===== src/rtl/joy_db15_tx.sv =====
// Device-side DB15 joystick adapter: answers JOY_LOAD/JOY_CLK polling and shifts two pads out on JOY_DATA.
// Optional input glitch filter enabled by defining JOY_DB15_TX_FILTER_EN.
module joy_db15_tx #(
  parameter int NBITS = 24,
  parameter int FILT  = 4
) (
  input  logic        clk,
  input  logic        reset,
  input  logic [11:0] joystick1,
  input  logic [11:0] joystick2,
  input  logic        JOY_LOAD,
  input  logic        JOY_CLK,
  output logic        JOY_DATA,
  output logic        frame_done,
  output logic        overrun
);

  localparam int CW = $clog2(NBITS + 1);
  localparam int PW = (NBITS > 24) ? NBITS : 24;

  logic [1:0]       load_sync;
  logic [1:0]       clk_sync;
  logic             load_lvl;
  logic             clk_lvl;
  logic             clk_prev;
  logic             clk_rise;
  logic [NBITS-1:0] sr;
  logic [CW-1:0]    cnt;
  logic             hit;
  logic [PW-1:0]    pads;
  logic [NBITS-1:0] load_vec;

  // Pads above bit 23 read as released; short frames keep the low-order buttons.
  assign pads     = PW'({joystick2, joystick1});
  assign load_vec = ~pads[NBITS-1:0];

  // Synchronisers idle high so a reset never looks like a load request or a clock edge.
  always_ff @(posedge clk) begin
    // NOTE: all clocked state uses non-blocking assignments so every flop samples pre-edge values.
    if (reset) begin
      load_sync <= 2'b11;
      clk_sync  <= 2'b11;
    end else begin
      load_sync <= {load_sync[0], JOY_LOAD};
      clk_sync  <= {clk_sync[0], JOY_CLK};
    end
  end

`ifdef JOY_DB15_TX_FILTER_EN
  localparam int FW = $clog2(FILT + 1);
  logic [FW-1:0] load_fcnt;
  logic [FW-1:0] clk_fcnt;

  // A new level is adopted only after FILT consecutive samples disagree with the current one.
  always_ff @(posedge clk) begin
    if (reset) begin
      load_lvl  <= 1'b1;
      clk_lvl   <= 1'b1;
      load_fcnt <= '0;
      clk_fcnt  <= '0;
    end else begin
      if (load_sync[1] == load_lvl) begin
        load_fcnt <= '0;
      end else if (load_fcnt == FW'(FILT - 1)) begin
        load_lvl  <= load_sync[1];
        load_fcnt <= '0;
      end else begin
        load_fcnt <= load_fcnt + 1'b1;
      end

      if (clk_sync[1] == clk_lvl) begin
        clk_fcnt <= '0;
      end else if (clk_fcnt == FW'(FILT - 1)) begin
        clk_lvl  <= clk_sync[1];
        clk_fcnt <= '0;
      end else begin
        clk_fcnt <= clk_fcnt + 1'b1;
      end
    end
  end
`else
  assign load_lvl = load_sync[1];
  assign clk_lvl  = clk_sync[1];
`endif

  assign clk_rise = clk_lvl & ~clk_prev;

  always_ff @(posedge clk) begin
    if (reset) begin
      clk_prev   <= 1'b1;
      sr         <= '1;
      JOY_DATA   <= 1'b1;
      cnt        <= '0;
      hit        <= 1'b0;
      frame_done <= 1'b0;
      overrun    <= 1'b0;
    end else begin
      clk_prev   <= clk_lvl;
      JOY_DATA   <= sr[0];
      frame_done <= hit;
      hit        <= 1'b0;
      if (!load_lvl) begin
        // Load wins over any coincident edge; pads are resampled every cycle.
        sr      <= load_vec;
        cnt     <= '0;
        overrun <= 1'b0;
      end else if (clk_rise) begin
        sr <= {1'b1, sr[NBITS-1:1]};
        if (cnt == CW'(NBITS)) begin
          overrun <= 1'b1;
        end else begin
          cnt <= cnt + 1'b1;
          hit <= (cnt == CW'(NBITS - 1));
        end
      end
    end
  end

endmodule

===== config.mk =====
export PLATFORM = sky130hd
export DESIGN_NAME = joy_db15_tx
export DESIGN_NICKNAME = d
export VERILOG_FILES = /design/src/rtl/joy_db15_tx.sv
export SDC_FILE = /design/constraint.sdc
export NUM_CORES = 1
export LEC_CHECK = 0
export CAP_MARGIN = 20
export CORE_UTILIZATION = 40
export DETAILED_ROUTE_END_ITERATION = 16
export PLACE_DENSITY_LB_ADDON = 0.15
export SYNTH_ARGS = -nofsm -noshare
export SYNTH_HDL_FRONTEND = slang
export SYNTH_SLANG_ARGS = --single-unit

===== constraint.sdc =====
create_clock -name clk -period 2.1 [get_ports clk]
set_input_delay 0.315 -clock clk [delete_from_list [all_inputs] [get_ports clk]]
set_output_delay 0.315 -clock clk [all_outputs]
set_load 0.03 [all_outputs]

After elaboration in Yosys (flattened, before gate mapping). Index checks and enable logic that the tools add are counted.

Register bits after elaboration: 38. Input bits: 28. Output and inout bits: 3. Logic and storage cells: 25.

$add $sub $neg: 1. Equal/unequal tests: 3. Muxes and demuxes: 2. Bitwise operators: 6. Reduce and logical (&&, ||, !) cells: 4.

Operator list (number): two-way mux 24 bit (2); NOT 24 bit (1); == test 5 bit (second input constant) (2); adder 5 x 1 -> 5 bit (second input constant) (1); NOT 1 bit (4); AND reduction 2 bit (2); OR reduction 4 bit (1); != test 2 x 1 -> 1 bit (second input constant) (1); OR reduction 2 bit (1); AND 1 bit (1).

Depth between registers and ports, before layout.
Word-level depth: 4. Mapped depth: 6. Gate-level depth less buffers: 5.

Worst setup path after synthesis. OpenSTA, ideal clock, no wires.

Path kind: flip-flop to flip-flop. Start: register cnt[0]. End: register cnt[0]. Setup time: 0.070 ns. Arrival time: 1.287 ns. Data required time: 2.030 ns. Slack: 0.743 ns. Stages on the path, launching flop included: 7. Path buffers: 1. Clock period less this slack: 1.357 ns. Cells stage by stage: dfxtp_1 inv_1 ha_1 and4b_1 buf_6 or3_1 a21oi_1.

Word-level cells in the longest chain between the ends: 3. Elaborated cells between the ends (all ways): 4. Those cells by class: 1 x add/sub; 1 x eq/ne; 1 x bitwise; 1 x reduce/logical.

RTL lines: start: declaration (RTL line 28) `logic [CW-1:0] cnt;`; start signal: assignment (RTL line 112) `cnt <= cnt + 1'b1;`; parallel branches: the longest is 3 deep, another holds adder 5 x 1 -> 5 bit.

Several ways; the timed one is not identified. A chain may end at the register's enable or synchronous reset.

Final worst setup path.
Start: register overrun. End: output overrun.

RTL lines: start: declaration (RTL line 15) `output logic overrun`; start signal: assignment (RTL line 96) `overrun <= 1'b0;`; start signal: assignment (RTL line 106) `overrun <= 1'b0;`; start signal: assignment (RTL line 110) `overrun <= 1'b1;`.

No word-level cell between the ends.

==> results.tsv <==
stage	metric	value	unit
status	status	finished, final reports clean	
power	p_total	1.35	mW
timing	period_minus_slack	1.59	ns
clock_network	cts-root-buf	clkbuf_8	
grt	grt_pass1_wl	5420	um
cells_and_area	num-fill-cells	419	
critical_path	crit_slowest_cell	clkdlybuf4s50_1	
timing	skew	0.00225	ns
placement	detailed_place_hpwl	2120	um
floorplanning	ios	31	
logic_synthesis	yosysTopAreaCellShare	43.5	%
grt	antenna_found_initial	0	
placement	port_buffers	30	
logic_synthesis	synth_area_leaders	dfxtp_1 43%, a31o_1 11%, nand2_1 10%	
critical_path	critPathArrivalTime	1.28	ns
timing	setup_viol	0	
timing	relSlewSlack	70.9	%
cells_and_area	nets	266	
cells_and_area	final_common_cell	nand2_1	
cells_and_area	drive_gt1_share	8.05	%
critical_path	rrSetupSlack	0.65	ns
clock_network	clock_path_buffers	2	
critical_path	timing.rr.start	clk_prev$_SDFF_PP1_	
critical_path	path_max_fanout	2	
logic_synthesis	ys_seq_elements	38	
timing	max_slew.worst_pin.slew	0.437	ns
timing	final.period_utilization	75.9	%
drt	top_layer	met4	
drt	first_pass_iters	4	
logic_synthesis	ys.warnings.count	0	
hold_path	hold_path.class	flop to flop	
critical_path	worstSetupPathType	flop to output pin	
floorplanning	row_count	23	
clock_network	cts-resized-gates	0	
drt	drt_iter0_markers	72	
cells_and_area	area_growth	23.7	%
power	switching_power	0.296	mW
clock_network	cts-htree-levels	2	
drt	postRouteAntennaNets	0	
power	seq_power_share	55.4	%
critical_path	startpoint_type	flop	
logic_synthesis	netlist_instances	208	
power	p_int	1.05	mW
drt	avgRoutedWirePerCell	11.2	um
critical_path	crit_required	1.78	ns
flow_run	drv_cap	0	
drt	routed-via-count	1391	
power	power.leakage	0.701	nW
floorplanning	initial_core_util	42.8	%
logic_synthesis	yosysSeqAreaShare	43.5	%
drt	met3WireLength	123	um
critical_path	cp-endpoint	overrun	
power	vdd_drop_max	0.000356	V
cells_and_area	final_cell_mix	47 x nand2_1, 38 x dfxtp_1, 30 x clkdlybuf4s50_1, 26 x nand2b_1, 25 x nor2b_1	
floorplanning	fp.dieH	68.1	um
clock_network	numCtsBuffers	5	
timing	final.setup.tns	0	ns
timing	whs	0.409	ns
critical_path	cp_num_buf_inv	1	
floorplanning	die_x	68.1	um
logic_synthesis	synth_cell_types	24	
critical_path	r2r-end	sr[22]$_SDFFE_PP1P_	
clock_network	cts_tree	built	
clock_network	clock_latency	0.28	ns
logic_synthesis	syn_area	1750	um2
drt	viasPerCell	4.86	
grt	grt-ovfl-total	0	
grt	grt_max_degree	46	
critical_path	worst_path_largest_cell_delay	0.67	ns
cells_and_area	post-route-util	52.9	%
logic_synthesis	async_flop_share	0	%
clock_network	clkTransAtPathRegs	0.07	ns
cells_and_area	num_antenna_cells	0	
timing	fin_ws	0.507	ns
placement	globalplace.congestion	0.758	
logic_synthesis	syn_nets	238	
critical_path	path_cells	clkdlybuf4s50_1	
logic_synthesis	syn_area_per_cell	8.41	um2
logic_synthesis	synth_edf_count	0	
critical_path	crit_family	buffers and inverters	
grt	grt_pass1_vias	1214	
power	power_frac_clock	34.4	%
clock_network	holdBufCountCts	0	
drt	wl_met2	1320	um
timing	fmax	628	MHz
power	power_density	624	nW/um2
timing	final_max_slew_viol_count	0	
floorplanning	core_area	4090	um2
critical_path	cp-end-kind	output pin	
grt	grt_util_all_layers	15.7	%
power	comb_power_share	10.2	%
critical_path	reg2regPathDepth	4	
clock_network	cts_num_sinks	38	
placement	preCtsSetupSlack	0.655	ns
drt	drt-met1-wl	1700	um
drt	drc	0	
logic_synthesis	yosysTopAreaCell	dfxtp_1	
power	swShare	21.9	%
drt	drt-total-wl	3190	um
critical_path	worst-path-stages	1	
logic_synthesis	synth_ff_type	dfxtp_1	
clock_network	cts_setup_buffers	0	
timing	finalHoldViolations	0	
timing	rsz0062_at_grt	false	
critical_path	crit_start	overrun$_SDFFE_PP0P_	
floorplanning	die_area	4640	um2
cell families (layout without fill, tap and decap cells):
group / after synthesis / after routing / synth area share, %
AO/OA/AOI/OAI: 34 / 34 / 15.1
adder cells (fa/ha/maj): 2 / 2 / 1.43
buffers and inverters: 17 / 45 / 4.43
flip-flops: 38 / 38 / 43.5
AND/OR/NAND/NOR: 117 / 117 / 35.6
cell usage after synthesis, types with 3 or more instances:
cell type  number
nand3b_1        4
buf_2           5
nand2_1        47
clkbuf_1        9
nand2b_1       26
a21oi_1         5
nor2b_1        25
or2_2           6
or3_1           4
a31o_1         21
o21ai_0         3
dfxtp_1        38
power groups by stage:
| stage | clock network [mW] | logic [mW] | registers [mW] |
|---|---|---|---|
| after floorplan | 0 | 0.0706 | 0.764 |
| after detailed placement | 0 | 0.138 | 0.765 |
| final | 0.465 | 0.137 | 0.749 |
| after global routing | 0.508 | 0.153 | 0.750 |
| after CTS | 0.474 | 0.139 | 0.749 |
| after global placement | 0 | 0.139 | 0.765 |
per-layer routing:
layer / global-route usage, % / vias up
li1: - / 740
met1: 20.9 / 625
met2: 23.4 / 21
met3: 5.00 / 5
met4: 6.25 / 0
met5: 0 / -
sequential cells by signal (all words and copies together) (netlist names):
register    flops
sr             24
cnt             5
clk_sync        2
load_sync       2
JOY_DATA        1
clk_prev        1
frame_done      1
hit             1
overrun         1
worst min-delay path by stage:
stage	depth (start not counted)	slack, ns	startpoint	end
floorplan	1	0.39	reset	frame_done$_SDFF_PP0_
global placement	1	0.39	load_sync[0]$_SDFF_PP1_	load_sync[1]$_SDFF_PP1_
detailed placement	1	0.39	load_sync[0]$_SDFF_PP1_	load_sync[1]$_SDFF_PP1_
CTS	1	0.41	clk_sync[0]$_SDFF_PP1_	clk_sync[1]$_SDFF_PP1_
global route	1	0.43	load_sync[0]$_SDFF_PP1_	load_sync[1]$_SDFF_PP1_
finish	1	0.41	clk_sync[0]$_SDFF_PP1_	clk_sync[1]$_SDFF_PP1_
stage by stage:
step | area, um2 | cells
6_report | 2160 | 286
5_1_grt | 2160 | 286
4_1_cts | 2160 | 286
3_5_place_dp | 2090 | 279
3_3_place_gp | 2090 | 279
2_1_floorplan | 1750 | 208
cell type report:
cell class	instances	area (um2)	share of cell area, %
clock buffers	7	76.3	3.53
inverters	2	7.51	0.347
flip-flops and latches	38	761	35.2
multi-input cells	153	911	42.1
repair buffers	36	345	16.0
well taps	50	62.6	2.89
Power figures use the tool's default switching activity.
